$ cat config.mk
export PLATFORM = sky130hd
export DESIGN_NAME = rr_arb_stage
export DESIGN_NICKNAME = d
export VERILOG_FILES = /design/src/rtl/rr_arb_pkg.sv /design/src/rtl/rr_arb_stage_mux.sv /design/src/rtl/rr_arb_stage.sv
export SDC_FILE = /design/constraint.sdc
export NUM_CORES = 1
export LEC_CHECK = 0
export ABC_AREA = 1
export CORE_MARGIN = 2
export CORE_UTILIZATION = 38
export DETAILED_ROUTE_END_ITERATION = 6
export PLACE_DENSITY_LB_ADDON = 0.05
export RECOVER_POWER = 100
export SLEW_MARGIN = 20
export SYNTH_ARGS = -nofsm -noshare
export SYNTH_HDL_FRONTEND = slang
export SYNTH_SLANG_ARGS = --single-unit
$ cat constraint.sdc
create_clock -name clk -period 4.03 [get_ports clk]
set_input_delay 1.209 -clock clk [delete_from_list [all_inputs] [get_ports clk]]
set_output_delay 1.209 -clock clk [all_outputs]
set_load 0.01 [all_outputs]
$ cat src/rtl/rr_arb_pkg.sv
// Shared helpers for round-robin arbitration: wrap-aware pointer increment
// and a rotating first-one scan over a request vector of up to MAX_N bits.
package rr_arb_pkg;

  localparam int unsigned MAX_N = 64;

  typedef struct packed {
    logic        found;
    logic [31:0] idx;
  } rr_pick_t;

  function automatic int unsigned rr_next(input int unsigned idx, input int unsigned n);
    return (idx == n - 1) ? 32'd0 : idx + 32'd1;
  endfunction

  // Scan ptr, ptr+1, ..., n-1, 0, ..., ptr-1 and report the first set bit.
  function automatic rr_pick_t rr_pick(input logic [MAX_N-1:0] valid,
                                       input int unsigned ptr,
                                       input int unsigned n);
    rr_pick_t    r;
    int unsigned j;
    r.found = 1'b0;
    r.idx   = '0;
    for (int unsigned k = 0; k < MAX_N; k++) begin
      j = ptr + k;
      if (j >= n) j = j - n;
      if (k < n && !r.found && j < MAX_N && valid[j[5:0]]) begin
        r.found = 1'b1;
        r.idx   = j;
      end
    end
    return r;
  endfunction

endpackage

$ cat src/rtl/rr_arb_stage_mux.sv
// N-to-1 data multiplexer; select codes at or above N produce zero.
module nto1_mux #(
  parameter  int WIDTH = 32,
  parameter  int N     = 8,
  localparam int IDXW  = $clog2(N)
) (
  input  logic [IDXW-1:0]  sel,
  input  logic [WIDTH-1:0] d [N],
  output logic [WIDTH-1:0] y
);

  always_comb begin
    y = '0;
    for (int i = 0; i < N; i++) begin
      if (sel == IDXW'(i)) y = d[i];
    end
  end

endmodule

$ cat src/rtl/rr_arb_stage.sv
// Round-robin arbitration stage: rotating-priority grant into a single-entry
// output slot that feeds one arbitrated stream downstream.
module rr_arb_stage
  import rr_arb_pkg::*;
#(
  parameter  int WIDTH = 32,
  parameter  int N     = 8,
  localparam int IDXW  = $clog2(N)
) (
  input  logic             clk,
  input  logic             rst_n,
  input  logic [N-1:0]     in_valid,
  input  logic [WIDTH-1:0] in_data [N],
  output logic [N-1:0]     in_ready,
  output logic             out_valid,
  output logic [WIDTH-1:0] out_data,
  output logic [IDXW-1:0]  out_src,
  input  logic             out_ready
);

  // Handshake: a word moves on any side when valid && ready at the rising edge;
  // valid never waits on ready, and in_ready never depends on in_data.
  logic [IDXW-1:0]  ptr;
  logic [IDXW-1:0]  winner;
  logic             found;
  logic             load;
  rr_pick_t         pick;
  logic [WIDTH-1:0] mux_y;

  always_comb begin
    pick   = rr_pick(64'(in_valid), 32'(ptr), N);
    found  = pick.found;
    winner = '0;
    for (int i = 0; i < N; i++) begin
      if (pick.idx == 32'(i)) winner = IDXW'(i);
    end
    // rst_n gates load so no requester sees ready while held in reset.
    load     = rst_n && (!out_valid || out_ready);
    in_ready = '0;
    if (found && load) in_ready[winner] = 1'b1;
  end

  nto1_mux #(
    .WIDTH(WIDTH),
    .N    (N)
  ) u_mux (
    .sel(winner),
    .d  (in_data),
    .y  (mux_y)
  );

  always_ff @(posedge clk or negedge rst_n) begin
    if (!rst_n) begin
      out_valid <= 1'b0;
      out_data  <= '0;
      out_src   <= '0;
      ptr       <= '0;
    end else if (found && load) begin
      out_valid <= 1'b1;
      out_data  <= mux_y;
      out_src   <= winner;
      ptr       <= IDXW'(rr_next(32'(winner), N));
    end else if (load) begin
      out_valid <= 1'b0;
    end
  end

endmodule

==> flow_metrics.tcl, run 1 <==
set metrics [dict create \
    grt_util_all_layers 0.287 \
    area_growth_pct 80.0 \
    cts_tree "built" \
    fp-row-count 46 \
    timing.fmax_mhz 233 \
    detail_route.wl_per_cell_microns 15.4 \
    setup_viol 8 \
    end_kind "output port" \
    min_period_over_period 1.07 \
    grt_pass1_wl_mm 40.4 \
    tightest_slew_ps 2260 \
    worst_setup_path_start_kind "primary input" \
    yosys_warnings 0 \
    clk-insertion-delay-late_ps 290 \
    clockRootBuffer "clkbuf_16" \
    clock_skew_ps 5.25 \
    synth_top_area_frac 0.261 \
    worst-setup-path-type "in -> out" \
    ys_types 35 \
    synthFlopType "dfrtp_1" \
    syn_nets 1456 \
    cts_hold_buf 0 \
    synth_edf_count 0 \
    clkSinkCount 39 \
    fin_cells 1734 \
    vias_per_cell 4.88 \
    synthAdderAreaFrac 0.0201 \
    via_count 8461 \
    dpl.cell_count 1697 \
    synthXorXnorAreaFrac 0.00423 \
    grt_max_degree 75 \
    placement.cell_area_sq_um 9990 \
    final_layout_size_suffix_gt1_frac 0.244 \
    dieArea_sq_um 17400 \
    yosys.area_share.simple 0.547 \
    worstHoldPathType "reg -> reg" \
    synth_area_leaders "nand2_1 (26%), dfrtp_1 (16%), nand3_1 (13%)" \
    routed_wl_mm 26.7 \
    first_iter_violations 484 \
    synth_top_family_by_area "simple AND/OR/NAND/NOR gates" \
    dr.pass1.iters 5 \
    htree_num_levels 2 \
    layout_common_cells "nand2_1 (329), clkdlybuf4s50_1 (257), inv_1 (170)" \
    finish.net_count 1794 \
    rsz0062_at_grt "yes" \
    drv_slew 40 \
    async_flop_share 1.00 \
    antenna_found_initial 0 \
    start_util 0.389 \
    maxSlewHeadroom -0.508 \
    setup_ws_ps -265 \
    clkTransAtPathRegs_ps 60 \
    coreArea_sq_um 15900 \
    synth_compound_area_frac 0.0693 \
    path_max_fanout 3 \
    hpwl_mm 19.5 \
    clockBufferDepth 2 \
    gp_congestion 0.852 \
    ys_ff_latch 39 \
    nFillCells 1508 \
    first_global_vias 7649 \
    outcome "complete, but fails checks" \
    numPortBuffers 310 \
    syn_area_sq_um 6210 \
    avgSynthCellArea_sq_um 5.27 \
    period_minus_slack_ps 4290 \
    required_ps 2820 \
    yosysTopAreaCell "nand2_1" \
    drv_cap 1 \
    layout_commonest_cell "nand2_1" \
    cts_buffers 5 \
    synth_cells 1179 \
    synthMuxAreaShare 0 \
    hold_viol 0 \
    diodes 0 \
    final_area_sq_um 11200 \
    fin_tns_setup_ps -1980 \
    cp.arrival_ps 3090 \
    grt_overflow_total 0 \
    ant_nets 0 \
    ys_seq_area_frac 0.157 \
    violations "capacitance limit, slew limit, setup timing" \
    drc 0 \
    die_h_microns 132 \
    pin_count 311 \
    die_x_microns 132 \
]
synth_stat cells, drive strengths merged, types with 2 or more instances:
cell	instances
nand3	195
xnor2	2
a21oi	32
nand2	442
ha	10
nand4	2
inv	213
buf	46
clkbuf	29
dfrtp	39
o21ai	43
nor2	116
per-layer routing:
| layer | global-route usage | vias to the layer above | wire length (microns) |
|---|---|---|---|
| met5 | 0 | - | 0 |
| met4 | 0.0731 | 0 | 757 |
| met3 | 0.0554 | 50 | 2000 |
| met2 | 0.509 | 340 | 13000 |
| met1 | 0.358 | 3831 | 10900 |
| li1 | - | 4240 | - |
flip-flops by register name, indices dropped and copies added, names as in the netlist:
| name | cells |
|---|---|
| out_data | 32 |
| out_src | 3 |
| ptr | 3 |
| out_valid | 1 |
timing repair:
action	CTS	global route
hold endpoints to repair	0	0
endpoints found under the setup margin	40	40
buffers inserted	16	8
gates cloned	2	4
pin swaps	34	45
gates resized for setup	138	136
final timing paths:
| kind | from | endpoint | slack, ps | depth (start not counted) |
|---|---|---|---|---|
| hold / removal | out_data[26] | out_data[26] | 470 | 2 |
| max in group asynchronous | rst_n | ptr[0] | 830 | 2 |
| setup reg to reg | ptr[0] | out_data[14] | 70 | 30 |
| hold reg to reg | out_data[26] | out_data[26] | 470 | 2 |
| min in group asynchronous | rst_n | out_valid | 1730 | 2 |
| setup / recovery | in_valid[6] | in_ready[7] | -260 | 18 |
kinds of logic after synthesis:
logic type	count (synthesis)
compound gates	81
simple gates	758
xor+xnor	3
fa+ha+maj	10
buf+inv	288
flops	39
area by class of cell:
cell class | count | area [sq um] | share of cell area
Multi-Input combinational cell | 852 | 4720 | 0.422
Inverter | 213 | 827 | 0.0740
Clock buffer | 6 | 139 | 0.0124
Clock inverter | 2 | 35.0 | 0.00313
Timing Repair Buffer | 406 | 4210 | 0.377
Sequential cell | 39 | 977 | 0.0874
Tap cell | 216 | 270 | 0.0242
worst max-delay path, cell delays in order:
cell and delay [ps]:
buf_8 100, nand2_4 70, nand2_4 60, o21ai_4 140, nand2_2 80, nand2_4 90, buf_12 110, nand4_4 100
buf_6 140, or2_0 210, nand2_1 70, nand3_2 110, nor2_8 170, buf_6 140, inv_6 40, nand2_4 70
nor2_2 30, buf_2 140
metrics by stage:
stage / hold slack [ps] / setup WS, ps / util
after floorplan: 515 / -64.1 / -
after global placement: 463 / -1230 / 0.626
after detailed placement: 464 / -1250 / 0.626
after CTS: 481 / -303 / 0.663
after global routing: 496 / -381 / 0.701
final: 471 / -265 / 0.701
Power of run 1 is not shown: default switching activity piles up to over one toggle a cycle in this logic, so the estimate is an artifact.
==> run 2: changes to the inputs <==
--- a/config.mk
+++ b/config.mk
@@ -6,12 +6,12 @@
 export NUM_CORES = 1
 export LEC_CHECK = 0
 export ABC_AREA = 1
-export CORE_MARGIN = 2
+export CORE_MARGIN = 1
 export CORE_UTILIZATION = 38
 export DETAILED_ROUTE_END_ITERATION = 6
 export PLACE_DENSITY_LB_ADDON = 0.05
 export RECOVER_POWER = 100
-export SLEW_MARGIN = 20
+export SLEW_MARGIN = 10
 export SYNTH_ARGS = -nofsm -noshare
 export SYNTH_HDL_FRONTEND = slang
 export SYNTH_SLANG_ARGS = --single-unit
==> flow_metrics.tcl, run 2 (synthesized netlist as in run 1, its figures left out) <==
set metrics [dict create \
    drv_slew 40 \
    first_iter_violations 395 \
    gp_congestion 0.889 \
    drc 0 \
    cp_num_buf_inv 6 \
    fin_hold_ws_ps 474 \
    start_util 0.389 \
    critPathMaxStageDelay_ps 320 \
    drv_cap 1 \
    period_minus_slack_ps 4260 \
    hold_viol 0 \
    routed_wl_mm 26.3 \
    grt_util_all_layers 0.305 \
    clockRootBuffer "clkbuf_16" \
    r2r-start "ptr[1]" \
    cp.arrival_ps 3050 \
    path_max_fanout 4 \
    die_x_microns 130 \
    crit_start "in_valid[2]" \
    timing.fmax_mhz 235 \
    pin_count 311 \
    clockBufferDepth 2 \
    dpl.cell_count 1698 \
    tightest_slew_ps 2240 \
    placement.cell_area_sq_um 9990 \
    grt_overflow_total 0 \
    numPortBuffers 310 \
    outcome "complete, but fails checks" \
    rsz0062_at_grt "yes" \
    nFillCells 1509 \
    setup_viol 8 \
    clk-insertion-delay-late_ps 280 \
    cts_hold_buf 0 \
    layout_common_cells "nand2_1 (405), clkdlybuf4s50_1 (257), inv_1 (172)" \
    coreArea_sq_um 15900 \
    via_count 8431 \
    area_growth_pct 75.6 \
    grt_pass1_wl_mm 39.7 \
    top_regs "out_data x32, out_src x3, ptr x3" \
    end_kind "output port" \
    worstHoldPathType "reg -> reg" \
    worst-setup-path-type "in -> out" \
    reg2reg_to "out_data[26]" \
    hpwl_mm 19.3 \
    path_cells "buf_6 -> nand2_4 -> nand3_2 -> nand3_2 -> nand2_4 -> buf_6 -> nand3_2 -> o221ai_2 -> a2111oi_2 -> o211ai_1 -> buf_4 -> buf_6 -> inv_6 -> nand2_4 -> nor2_4 -> buf_6" \
    grt_max_degree 75 \
    setup_ws_ps -230 \
    violations "capacitance limit, slew limit, setup timing" \
    clkTransAtPathRegs_ps 60 \
    layout_commonest_cell "nand2_1" \
    finish.net_count 1791 \
    dieArea_sq_um 16900 \
    crit_slowest_cell "a2111oi_2" \
    place_worst_setup_slack_ps -1410 \
    die_h_microns 130 \
    cts_buffers 5 \
    path_delay_family "buffers and inverters" \
    worst_setup_path_start_kind "primary input" \
    dr.pass1.iters 5 \
    first_global_vias 8037 \
    cts_tree "built" \
    maxSlewHeadroom -0.495 \
    timing.reg2reg.setup_slack_ps 80 \
    largest_register "out_data" \
    detail_route.wl_per_cell_microns 15.2 \
    ant_nets 0 \
    fin_cells 1730 \
    largest_reg_flops 32 \
    diodes 0 \
    critPathMostFrequentCell "buf_6" \
    antenna_found_initial 1 \
    final_area_sq_um 10900 \
    clkSinkCount 39 \
    clock_skew_ps 5.83 \
    crit_cells 16 \
    required_ps 2820 \
    fp-row-count 46 \
    crit_end "in_ready[0]" \
    vias_per_cell 4.87 \
    htree_num_levels 2 \
    min_period_over_period 1.06 \
    reg2regPathDepth 25 \
    final_layout_size_suffix_gt1_frac 0.189 \
]
-- run 2: cell types whose count changed in the layout (fill, tap and decap cells not counted), sizes merged --
cell and change:
clkbuf -3, buf -1, clkinv -1, clkinvlp +1
-- run 2: worst min path at each step --
stage | from | endpoint | slack [ps] | depth (start not counted)
global route | out_data[1] | out_data[1] | 480 | 2
CTS | out_data[11] | out_data[11] | 480 | 2
finish | out_data[1] | out_data[1] | 470 | 2
floorplan | out_data[0] | out_data[0] | 520 | 2
detailed placement | out_data[11] | out_data[11] | 460 | 2
global placement | out_data[27] | out_data[27] | 460 | 2
-- run 2: metrics by stage --
stage | setup TNS (ps) | util
floorplan | -217 | -
global placement | -42650 | 0.627
detailed placement | -45410 | 0.627
CTS | -1600 | 0.666
global route | -6570 | 0.684
finish | -1520 | 0.684
-- run 2: worst reg2reg max path, delay by kind of cell, from the launching register on --
kind	cells	cell delay, ps
buf+inv	10	1280
compound gates	4	800
simple gates	9	700
fa+ha+maj	2	660
flops	1	410
-- run 2: layout make-up --
| type | instances | area [sq um] | area share |
|---|---|---|---|
| tap | 216 | 270 | 0.0248 |
| multi-input combinational | 852 | 4490 | 0.412 |
| inverter | 213 | 817 | 0.0749 |
| sequential | 39 | 976 | 0.0895 |
| clock buffer | 5 | 125 | 0.0115 |
| timing repair buffer | 403 | 4190 | 0.384 |
| clock inverter | 2 | 37.5 | 0.00344 |
-- run 2: routing by layer --
layer | up-vias | track usage | part of all wire
li1 | 4247 | - | -
met1 | 3779 | 0.352 | 0.40
met2 | 332 | 0.542 | 0.48
met3 | 71 | 0.0640 | 0.078
met4 | 2 | 0.130 | 0.040
met5 | - | 0 | 0.00034
-- run 2: timing repair --
item	in CTS	in global routing
gates resized for setup	136	47
pin swaps	33	31
cloned	5	3
endpoints found under the setup margin	41	40
buffers inserted	16	2
Power of run 2 is left out for the same reason.
==> run 3: changes to the inputs <==
--- a/config.mk
+++ b/config.mk
@@ -11,6 +11,7 @@
 export DETAILED_ROUTE_END_ITERATION = 6
 export PLACE_DENSITY_LB_ADDON = 0.05
 export RECOVER_POWER = 100
+export SETUP_SLACK_MARGIN = 0.2
 export SLEW_MARGIN = 10
 export SYNTH_ARGS = -nofsm -noshare
 export SYNTH_HDL_FRONTEND = slang
==> flow_metrics.tcl, run 3 (synthesized netlist as in run 1, its figures left out) <==
set metrics [dict create \
    critPathMostFrequentCell "buf_6" \
    drv_slew 40 \
    cts_buffers 5 \
    cp.arrival_ps 3100 \
    fin_cells 1750 \
    worstHoldPathType "reg -> reg" \
    final_layout_size_suffix_gt1_frac 0.265 \
    crit_start "in_valid[1]" \
    period_minus_slack_ps 4310 \
    path_cells "buf_6 -> nand2_4 -> nand3_4 -> nand3_4 -> nand2_4 -> buf_6 -> buf_6 -> buf_4 -> buf_4 -> a221oi_2 -> nand3_2 -> o21ai_4 -> buf_6 -> inv_4 -> nand2_8 -> nor2_2 -> buf_2" \
    first_global_vias 7647 \
    grt_pass1_wl_mm 38.2 \
    clockBufferDepth 2 \
    die_h_microns 130 \
    drv_cap 1 \
    clkTransAtPathRegs_ps 60 \
    reg2regPathDepth 29 \
    regArea_sq_um 976 \
    violations "capacitance limit, slew limit, setup timing" \
    timing.fmax_mhz 232 \
    r2r-start "ptr[0]" \
    pin_count 311 \
    coreArea_sq_um 15900 \
    first_iter_violations 589 \
    place_worst_setup_slack_ps -1180 \
    maxSlewHeadroom -0.527 \
    worst-setup-path-type "in -> out" \
    die_x_microns 130 \
    drc 0 \
    grt_overflow_total 0 \
    routed_wl_mm 28.1 \
    numPortBuffers 310 \
    min_to "out_data[11]" \
    area_growth_pct 86.6 \
    min_from "out_data[11]" \
    start_util 0.389 \
    reg2reg_to "out_data[1]" \
    layout_commonest_cell "nand2_1" \
    top_regs "out_data x32, out_src x3, ptr x3" \
    fin_hold_ws_ps 476 \
    worst_setup_path_start_kind "primary input" \
    ant_nets 0 \
    hpwl_mm 19.3 \
    clk-insertion-delay-late_ps 290 \
    layout_common_cells "nand2_1 (328), clkdlybuf4s50_1 (257), inv_1 (170)" \
    antenna_found_initial 1 \
    clockRootBuffer "clkbuf_16" \
    finish.net_count 1810 \
    largest_reg_flops 32 \
    end_kind "output port" \
    outcome "complete, but fails checks" \
    gp_congestion 0.872 \
    path_max_fanout 5 \
    timing.reg2reg.setup_slack_ps 0 \
    grt_max_degree 75 \
    largest_register "out_data" \
    vias_per_cell 4.91 \
    required_ps 2820 \
    nFillCells 1373 \
    critPathMaxStageDelay_ps 300 \
    dpl.cell_count 1698 \
    setup_viol 29 \
    rsz0062_at_grt "yes" \
    fp-row-count 46 \
    setup_ws_ps -279 \
    detail_route.wl_per_cell_microns 16.1 \
    clock_skew_ps 5.06 \
    dr.pass1.iters 5 \
    dieArea_sq_um 16900 \
    hold_viol 0 \
    tightest_slew_ps 2290 \
    crit_slowest_cell "a221oi_2" \
    multi_input_area_sq_um 4920 \
    min_period_over_period 1.07 \
    clkSinkCount 39 \
    htree_num_levels 2 \
    hold_depth 2 \
    cts_tree "built" \
    grt_util_all_layers 0.292 \
    via_count 8595 \
]
## run 3: cell types whose count changed in the layout (fill, tap and decap cells not counted), sizes merged
cell	before	now
diode	0	1
buf	104	115
clkbuf	11	19
## run 3: through the flow
step / setup TNS, ps / instance area, sq um / util
CTS: -6800 / 10400 / 0.652
finish: -2770 / 11600 / 0.727
global route: -9230 / 11600 / 0.727
floorplan: -187 / 6420 / -
detailed placement: -41470 / 9990 / 0.626
global placement: -41660 / 9990 / 0.626
## run 3: timing repair
item / CTS / global route
pin swaps: 33 / 110
resized for setup: 115 / 210
hold buffers: 0 / 0
setup buffers: 15 / 14
gates cloned: 0 / 15
setup endpoints to repair: 41 / 40
## run 3: worst max path at each step
| stage | end | slack [ps] | depth (start not counted) |
|---|---|---|---|
| detailed placement | in_ready[5] | -1180 | 15 |
| finish | in_ready[5] | -280 | 17 |
| global placement | in_ready[0] | -1170 | 16 |
| floorplan | in_ready[2] | -60 | 14 |
| CTS | in_ready[6] | -290 | 17 |
| global route | in_ready[1] | -390 | 16 |
## run 3: final cells by class
cell class | count | share of cell area
clock buffers | 5 | 0.0108
inverters | 213 | 0.0712
well taps | 216 | 0.0233
multi-input cells | 852 | 0.425
flip-flops and latches | 39 | 0.0842
repair buffers | 422 | 0.382
diodes | 1 | 0.000216
clock inverters | 2 | 0.00324
## run 3: worst max-delay path: cells and delay by family
| kind | cells | cell delay [ps] |
|---|---|---|
| simple gates | 7 | 590 |
| compound gates | 2 | 400 |
| buf+inv | 8 | 870 |
## run 3: metal layers
layer	wire, microns	global-route usage	share of wire
met2	13800	0.530	0.49
met3	2350	0.0668	0.084
met1	11100	0.338	0.40
met4	837	0.0951	0.030
met5	0	0	0
Power of run 3 is left out for the same reason.
